<file path="src/rtl/cache_refill_ctrl.sv">
// Line-fill sequencer for the 4-way, 128-set, 64-byte-block cache.
// Optionally writes back a dirty victim line, then fetches the missing
// line one word per memory beat. It drives the bank write port and the
// tag/state update for the chosen way.
//
// Memory handshake (req/ack): mem_req is the valid. While it is high,
// mem_we and mem_addr (and mem_wdata for writes) are held stable. A beat
// completes on a rising edge where mem_req and mem_ack are both high.
// Read data is taken in that same cycle. mem_ack with mem_req low is
// ignored, and any number of wait cycles is allowed.
module cache_refill_ctrl #(
    parameter int ADDR_W = 20,
    parameter int TAG_W  = 7,
    parameter int IDX_W  = 7,
    parameter int DATA_W = 64,
    parameter int BEATS  = 8
) (
    input  logic                     clk,
    input  logic                     rst_b,
    input  logic                     miss_req,
    input  logic [ADDR_W-1:0]        miss_addr,
    input  logic [1:0]               victim_way,
    input  logic                     victim_dirty,
    input  logic [TAG_W-1:0]         victim_tag,
    output logic                     fill_busy,
    output logic                     fill_done,
    output logic [$clog2(BEATS)-1:0] wb_word_sel,
    input  logic [DATA_W-1:0]        wb_rdata,
    output logic                     mem_req,
    output logic                     mem_we,
    output logic [ADDR_W-1:0]        mem_addr,
    output logic [DATA_W-1:0]        mem_wdata,
    input  logic                     mem_ack,
    input  logic [DATA_W-1:0]        mem_rdata,
    output logic                     fill_we,
    output logic [1:0]               fill_way,
    output logic [IDX_W-1:0]         fill_index,
    output logic [$clog2(BEATS)-1:0] fill_word_sel,
    output logic [DATA_W-1:0]        fill_wdata,
    output logic                     tag_we,
    output logic [TAG_W-1:0]         tag_out,
    output logic [15:0]              fill_cnt
);

    localparam int BEAT_W = $clog2(BEATS);
    // Bits below the set index: word select plus byte-in-word.
    localparam int OFF_W  = BEAT_W + 3;
    localparam logic [BEAT_W-1:0] LAST_BEAT = BEAT_W'(BEATS - 1);

    typedef enum logic [2:0] {
        IDLE    = 3'd0,
        WB      = 3'd1,
        FILL    = 3'd2,
        TAG_UPD = 3'd3,
        DONE    = 3'd4
    } state_t;

    state_t             state;
    logic [BEAT_W-1:0]  beat;
    logic [TAG_W-1:0]   vtag_q;
    logic [TAG_W-1:0]   addr_tag;

    // The byte offset and word field of the miss address are ignored,
    // because fills are always whole-block and start at word 0.
    logic unused_offset;
    assign unused_offset = ^miss_addr[OFF_W-1:0];

    // Decode the busy flag, the victim read select and the beat address from registers.
    assign fill_busy   = (state != IDLE);
    assign wb_word_sel = (state == WB) ? beat : '0;
    assign addr_tag    = mem_we ? vtag_q : tag_out;
    assign mem_addr    = mem_req ? {addr_tag, fill_index, beat, 3'b000} : '0;
    assign mem_wdata   = (mem_req && mem_we) ? wb_rdata : '0;

    // Main sequencer. All strobes are registered here; the latched tag, set
    // and way also serve as the tag_out, fill_index and fill_way outputs.
    always_ff @(posedge clk or negedge rst_b) begin
        if (!rst_b) begin
            state         <= IDLE;
            beat          <= '0;
            vtag_q        <= '0;
            tag_out       <= '0;
            fill_index    <= '0;
            fill_way      <= '0;
            mem_req       <= 1'b0;
            mem_we        <= 1'b0;
            fill_we       <= 1'b0;
            fill_word_sel <= '0;
            fill_wdata    <= '0;
            tag_we        <= 1'b0;
            fill_done     <= 1'b0;
            fill_cnt      <= '0;
        end else begin
            fill_we   <= 1'b0;
            tag_we    <= 1'b0;
            fill_done <= 1'b0;
            case (state)
                IDLE: begin
                    if (miss_req) begin
                        tag_out    <= miss_addr[ADDR_W-1 -: TAG_W];
                        fill_index <= miss_addr[OFF_W +: IDX_W];
                        fill_way   <= victim_way;
                        vtag_q     <= victim_tag;
                        beat       <= '0;
                        mem_req    <= 1'b1;
                        mem_we     <= victim_dirty;
                        state      <= victim_dirty ? WB : FILL;
                    end
                end
                WB: begin
                    if (mem_ack) begin
                        beat <= beat + 1'b1;
                        if (beat == LAST_BEAT) begin
                            mem_we <= 1'b0;
                            state  <= FILL;
                        end
                    end
                end
                FILL: begin
                    if (mem_ack) begin
                        fill_we       <= 1'b1;
                        fill_wdata    <= mem_rdata;
                        fill_word_sel <= beat;
                        beat          <= beat + 1'b1;
                        if (beat == LAST_BEAT) begin
                            mem_req <= 1'b0;
                            tag_we  <= 1'b1;
                            state   <= TAG_UPD;
                        end
                    end
                end
                TAG_UPD: begin
                    fill_done <= 1'b1;
                    if (fill_cnt != 16'hFFFF) begin
                        fill_cnt <= fill_cnt + 16'd1;
                    end
                    state <= DONE;
                end
                DONE: begin
                    state <= IDLE;
                end
                default: begin
                    state <= IDLE;
                end
            endcase
        end
    end

endmodule

</file>
<file path="config.mk">
export PLATFORM = sky130hd
export DESIGN_NAME = cache_refill_ctrl
export DESIGN_NICKNAME = d
export VERILOG_FILES = /design/src/rtl/cache_refill_ctrl.sv
export SDC_FILE = /design/constraint.sdc
export NUM_CORES = 1
export LEC_CHECK = 0
export CAP_MARGIN = 5
export CORE_AREA = 2 2 137 139
export DETAILED_ROUTE_END_ITERATION = 10
export DIE_AREA = 0 0 139 141
export PLACE_DENSITY_LB_ADDON = 0.15
export SYNTH_ARGS = -nofsm -noshare
export SYNTH_HDL_FRONTEND = slang
export SYNTH_SLANG_ARGS = --single-unit
</file>
<file path="constraint.sdc">
create_clock -name clk -period 1.96 [get_ports clk]
set_clock_uncertainty 0.05 [all_clocks]
set_input_delay 0.392 -clock clk [delete_from_list [all_inputs] [get_ports clk]]
set_output_delay 0.392 -clock clk [all_outputs]
set_load 0.01 [all_outputs]
</file>
==> out/qor.yml, run 1 <==
yosys:
  syn_avg_cell_area_um2: 12.6
  syn_area_um2: 5340
  synth_top_area_share_pct: 54.8
  synth-simple-area-share_pct: 14.5
  synth-xor-area-share_pct: 2.13
  netlist_instances: 424
  yosys_warnings: 0
  synthMuxAreaShare_pct: 21.5
  synth_edf_count: 0
  synth-compound-area-share_pct: 2.36
  ys_seq_area_share_pct: 54.8
  synth_area_leaders: "dfrtp_1 55%, mux2_2 19%, and3_1 7.7%"
  synth_seq_cells: 117
  synth.distinct_cells: 42
  synth_largest_area_cell: "dfrtp_1"
  synthArstFlopShare_pct: 100
  synth_top_family_by_area: "multiplexers"
  synthAdderAreaFrac_pct: 0.702
  synth_ff_type: "dfrtp_1"
grt:
  grt_max_degree: 55
  grt_pass1_vias: 5037
  grt_overflow: 0
  antenna_found_initial: 5
  grt_pass1_wl_mm: 27.6
  track_usage_pct: 18.2
routing:
  vias: 4792
  via_per_inst: 4.56
  antenna_left: 0
  drt-wirelength-per-cell_um: 17.1
  wirelength_mm: 18.0
  drt_iter0_markers: 65
  drcViolationCount: 0
  drt_first_pass_iters: 4
floorplan:
  dieArea_um2: 19600
  io_pins: 354
  initial_core_util_pct: 29.3
  std_cell_rows: 50
  die_x_um: 139
  die_h_um: 141
  core_um2: 18300
pwr:
  ir_drop_mv: 0.781
  p_clk_share_pct: 22.2
  p_per_area_nw_per_um2: 1440
  p_int_w: 0.00961
  total_power_w: 0.0141
  p_sw_w: 0.00449
  seqPwrFrac_pct: 29.3
  leakage_nw: 4.40
  comb_power_share_pct: 48.5
  p_sw_share_pct: 31.9
clock_network:
  clk_pin_slew_worst_paths_ns: 0.06
  htreeDepth: 4
  clk_latency_ns: 0.41
  cts_buffers: 17
  cts_buffer_depth: 2
  cts_root_buf: "clkbuf_16"
  cts.sink_count: 117
  cts_tree: "yes"
sta:
  hold_slack_ns: 0.353
  fmax_mhz: 509
  finalHoldViolations: 0
  finalWorstSetupSlack_ns: -0.00341
  rsz0062_at_grt: "yes"
  setup_viol: 1
  layout_min_cycle_time_ns: 1.96
  period_share_pct: 100
  slew_violations: 0
  tns_ns: -0.00341
run_status:
  violations: "setup timing"
  outcome: "complete, but fails checks"
worst_setup_path:
  slowest_delay_ns: 0.45
  cp_data_arrival_time_ns: 1.52
  startpoint_type: "flop"
  path_max_fanout: 6
  worstPathCellList: "buf_12 -> buf_16 -> mux2i_1 -> nor2_1 -> buf_2"
  required_ns: 1.52
  critPathKind: "flop to output port"
  cp-end-kind: "output port"
  cp_slowest_cell: "dfrtp_2"
place:
  port_buffers: 344
  place.gp.congestion: 0.906
  dp_hpwl_mm: 13.7
layout:
  register_area_um2: 2930
  syn_to_final_growth_pct: 83.0
  drive_gt1_share_pct: 31.0
  multi_input_area_um2: 2240
  fillCellCount: 1633
  nets: 964
flow_run:
  drv_cap: 0
hold_path:
  hp-class: "input pin to async pin"
-- per-stage QoR --
step	std cells	utilization, %	setup WS (ns)	area, um2
floorplan	426	-	0.150	5350
global placement	999	50.4	-0.0859	9210
detailed placement	999	50.4	-0.0970	9210
CTS	1045	53.2	-0.178	9710
global route	1051	53.5	-0.0994	9780
finish	1051	53.5	-0.00341	9780
-- critical path, delay by kind of cell (launching register included) --
family,cells,cell delay [ns]
buffers and inverters,3,0.44
AND/OR/NAND/NOR,1,0.10
flip-flops,1,0.45
multiplexers,1,0.11
-- sequential cells by signal (all words and copies together) (netlist names), 2 cells and up --
register / count
fill_wdata: 64
fill_way: 2
tag_out: 7
fill_word_sel: 3
state: 3
vtag_q: 7
beat: 3
fill_cnt: 16
fill_index: 7
-- Yosys cell counts, drive strengths merged (2+ instances only) --
cell and instances:
xor2 3, nor3b 2, nand4 4, a31oi 2
and2 10, ha 3, inv 10, nor3 3
dfrtp 117, buf 17, nand2 12, mux2 93
clkbuf 14, o21ai 2, nand3 5, o22ai 2
xnor2 10, mux2i 10, nor2 19, and3 66
a21oi 7
-- layout by cell type, fill, tap and decap left out, types with 3 or more instances in the layout --
cell type and count:
clkdlybuf4s50_1 256, dfrtp_1 113, mux2_2 88, buf_2 65
and3_1 61, buf_4 20, nor2_1 18, clkbuf_16 18
nand2_1 11, inv_1 10, mux2i_1 10, and2_1 10
xnor2_1 10, buf_6 10, clkdlybuf4s15_1 9, buf_12 9
dlygate4sd2_1 8, a21oi_1 7, diode_2 5, and3_4 5
mux2_1 5, nand3_1 5, clkinvlp_4 5, nand4_1 4
buf_16 4, dfrtp_2 4, xor2_1 3, ha_1 3
conb_1 3, bufinv_16 3, clkinv_4 3
-- logic make-up (layout without fill, tap and decap cells) --
| group | after synthesis | after routing |
|---|---|---|
| xor+xnor | 13 | 13 |
| fa+ha+maj | 3 | 3 |
| buf+inv | 42 | 428 |
| mux | 103 | 103 |
| flops | 117 | 117 |
| other cells | 1 | 8 |
| compound gates | 18 | 18 |
| simple gates | 127 | 127 |
-- per-layer routing --
| layer | vias up | routed length (um) | global-route usage (%) |
|---|---|---|---|
| met2 | 200 | 9770 | 33.2 |
| li1 | 2239 | - | - |
| met3 | 25 | 1350 | 6.69 |
| met5 | - | 0 | 0 |
| met1 | 2328 | 6450 | 18.8 |
| met4 | 0 | 424 | 7.55 |
-- power by group through the flow --
stage,sequential [W],combinational [W],clock [W]
2_1_floorplan,0.00453,0.00266,0
3_3_place_gp,0.00409,0.00702,0
3_5_place_dp,0.00416,0.00711,0
4_1_cts,0.00413,0.00692,0.00323
5_1_grt,0.00429,0.00734,0.00337
6_report,0.00413,0.00684,0.00314
-- cell type report --
type	count	share of cell area, %
clock buffers	17	4.35
repair buffers	385	37.4
flip-flops and latches	117	30.0
multi-input cells	267	22.9
diodes	5	0.128
clock inverters	15	1.85
inverters	11	0.422
well taps	234	2.99
-- final timing paths --
kind	cells past startpoint	start	slack (ns)	to
max	5	mem_we$_DFFE_PN0P_	-0.003	mem_addr[15]
min	2	rst_b	0.35	fill_wdata[43]$_DFFE_PN0P_
max reg2reg	6	state[1]$_DFFE_PN0P_	0.07	vtag_q[5]$_DFFE_PN0P_
min reg2reg	1	fill_wdata[10]$_DFFE_PN0P_	0.45	fill_wdata[10]$_DFFE_PN0P_
max in group asynchronous	3	rst_b	0.93	vtag_q[1]$_DFFE_PN0P_
min in group clk	1	fill_wdata[10]$_DFFE_PN0P_	0.45	fill_wdata[10]$_DFFE_PN0P_
-- repair_timing --
item	4_1_cts	5_1_grt
endpoints found under the setup margin	87	31
resized for setup	308	25
setup buffers	8	2
cloned	5	1
pin swaps	2	3
hold buffers	1	0
endpoints found under the hold margin	16	0
No activity file was read; power rests on OpenSTA's default activity.
==> run 2, diff against run 1 <==
- CORE_AREA: 2 2 137 139 -> 4 4 135 137
==> out/qor.yml, run 2 (same netlist as run 1, synthesis figures left out) <==
clock_network:
  cts_buffers: 17  # unchanged
  cts_root_buf: "clkbuf_16"
  cts_buffer_depth: 2  # unchanged
  htreeDepth: 4  # unchanged
  clk_latency_ns: 0.40  # about the same
  cts.sink_count: 117  # unchanged
  cts_tree: "yes"
  clk_pin_slew_worst_paths_ns: 0.05  # about the same
sta:
  setup_viol: 1  # unchanged
  finalWorstSetupSlack_ns: -0.000106  # +0.00331 ns
  slew_violations: 0  # unchanged
  hold_slack_ns: 0.435  # +0.0821 ns
  max-slew-margin-rel_pct: 62.5
  tns_ns: -0.000106  # +0.00331 ns
  tightestPinTransition_ns: 0.562
  period_share_pct: 100  # -0.17 points
  finalHoldViolations: 0  # unchanged
  rsz0062_at_grt: "yes"
  layout_min_cycle_time_ns: 1.96  # -0.00331 ns
  fmax_mhz: 510  # +0.17%
floorplan:
  die_x_um: 139  # unchanged
  dieArea_um2: 19600  # unchanged
  io_pins: 354  # unchanged
  initial_core_util_pct: 31.3  # +2.1 points
  die_h_um: 141  # unchanged
  std_cell_rows: 48  # -4.0%
  core_um2: 17100  # -6.6%
grt:
  grt_pass1_wl_mm: 30.2  # +9.5%
  grt_max_degree: 52  # -5.5%
  grt_pass1_vias: 5284  # +4.9%
  antenna_found_initial: 8  # +3
  grt_overflow: 0  # unchanged
  track_usage_pct: 19.9  # +1.8 points
layout:
  final_cell_mix: "255 x clkdlybuf4s50_1, 114 x dfrtp_1, 88 x mux2_2"
  nets: 967  # +0.31%
  top_register: "fill_wdata"
  layout.cells.most_common: "clkdlybuf4s50_1"
  fillCellCount: 1441  # -12%
  top_regs: "fill_wdata x64, fill_cnt x16"
  drive_gt1_share_pct: 36.5  # +5.5 points
  syn_to_final_growth_pct: 88.2
  fin_util_pct: 59.0  # +5.4 points
  largest_reg_flops: 64  # unchanged
routing:
  vias: 4909  # +2.4%
  wirelength_mm: 20.0  # +11%
  drt_iter0_markers: 102  # +57%
  drt_first_pass_iters: 4  # unchanged
  via_per_inst: 4.70  # +3.1%
  drcViolationCount: 0  # unchanged
  drt-wirelength-per-cell_um: 19.1  # +12%
  antenna_left: 0  # unchanged
flow_run:
  drv_cap: 0  # unchanged
worst_setup_path:
  cp-end-kind: "output port"
  worstPathCellList: "buf_8 -> clkbuf_16 -> and3_1 -> buf_2"
  startpoint_type: "flop"
  cp_slowest_cell: "dfrtp_2"
  critPathKind: "flop to output port"
  path_max_fanout: 6  # unchanged
  cp_data_arrival_time_ns: 1.52  # about the same
  cp_top_family: "flip-flops"
  required_ns: 1.52  # about the same
  critical_path_buf_inv_count: 3  # unchanged
  slowest_delay_ns: 0.48  # +0.03 ns
place:
  dp_hpwl_mm: 15.4  # +12%
  post-place-ws_ns: -0.119  # -0.0218 ns
  port_buffers: 344  # unchanged
  place.gp.congestion: 0.938  # +3.5%
pwr:
  total_power_w: 0.0143  # +1.3%
  leakage_nw: 4.49  # +2.0%
  ir_drop_mv: 0.758  # -2.9%
  p_per_area_nw_per_um2: 1420  # -1.4%
run_status:
  outcome: "complete, but fails checks"
  violations: "setup timing"
hold_path:
  hp-class: "flop to flop"
-- run 2: cell types whose count changed in the layout (fill, tap and decap cells not counted), moves of 6 or more --
| cell | before | now |
|---|---|---|
| and3_1 | 61 | 33 |
| and3_4 | 5 | 33 |
| buf_6 | 10 | 36 |
| buf_2 | 65 | 53 |
| clkdlybuf4s15_1 | 9 | 0 |
| dlygate4sd2_1 | 8 | 2 |
-- run 2: area by class of cell --
| class | instances | area, um2 | share of cell area, % |
|---|---|---|---|
| Tap cell | 225 | 282 | 2.80 |
| Multi-Input combinational cell | 267 | 2390 | 23.7 |
| Sequential cell | 117 | 2930 | 29.1 |
| Clock inverter | 8 | 98.8 | 0.983 |
| Antenna cell | 6 | 15.0 | 0.149 |
| Clock buffer | 22 | 494 | 4.91 |
| Inverter | 11 | 41.3 | 0.411 |
| Timing Repair Buffer | 388 | 3810 | 37.8 |
-- run 2: timing repair --
item,4_1_cts,5_1_grt
setup endpoints to repair,87,67
resized for setup,356,74
endpoints found under the hold margin,35,0
gates cloned,4,3
buffers inserted,10,2
pin swaps,2,4
hold buffers,1,0
-- run 2: stage by stage --
step	std cells	area, um2
2_1_floorplan	426	5350
3_3_place_gp	990	9200
3_5_place_dp	990	9200
4_1_cts	1035	9660
5_1_grt	1044	10100
6_report	1044	10100
-- run 2: where the power goes --
part	switching, W	total [W]	internal (W)
sequential	0.000634	0.00414	0.00350
clock	0.00105	0.00307	0.00202
combinational	0.00281	0.00708	0.00427
-- run 2: metal layers --
layer	share of wire (%)	global-route usage (%)	wire, um
met5	0.12	0	23
met4	2.6	8.70	527
met3	8.6	8.68	1710
met2	55	36.8	11000
met1	34	19.3	6700
-- run 2: worst paths after layout --
kind / startpoint / slack [ns] / end / cells after the start
setup / recovery: mem_req$_DFFE_PN0P_ / -0.0001 / mem_wdata[35] / 4
hold / removal: fill_wdata[10]$_DFFE_PN0P_ / 0.44 / fill_wdata[10]$_DFFE_PN0P_ / 1
setup reg to reg: state[2]$_DFFE_PN0P_ / 0.10 / tag_out[5]$_DFFE_PN0P_ / 6
hold reg to reg: fill_wdata[10]$_DFFE_PN0P_ / 0.44 / fill_wdata[10]$_DFFE_PN0P_ / 1
max in group asynchronous: rst_b / 0.81 / fill_we$_DFF_PN0_ / 3
min in group asynchronous: rst_b / 0.47 / fill_wdata[47]$_DFFE_PN0P_ / 2
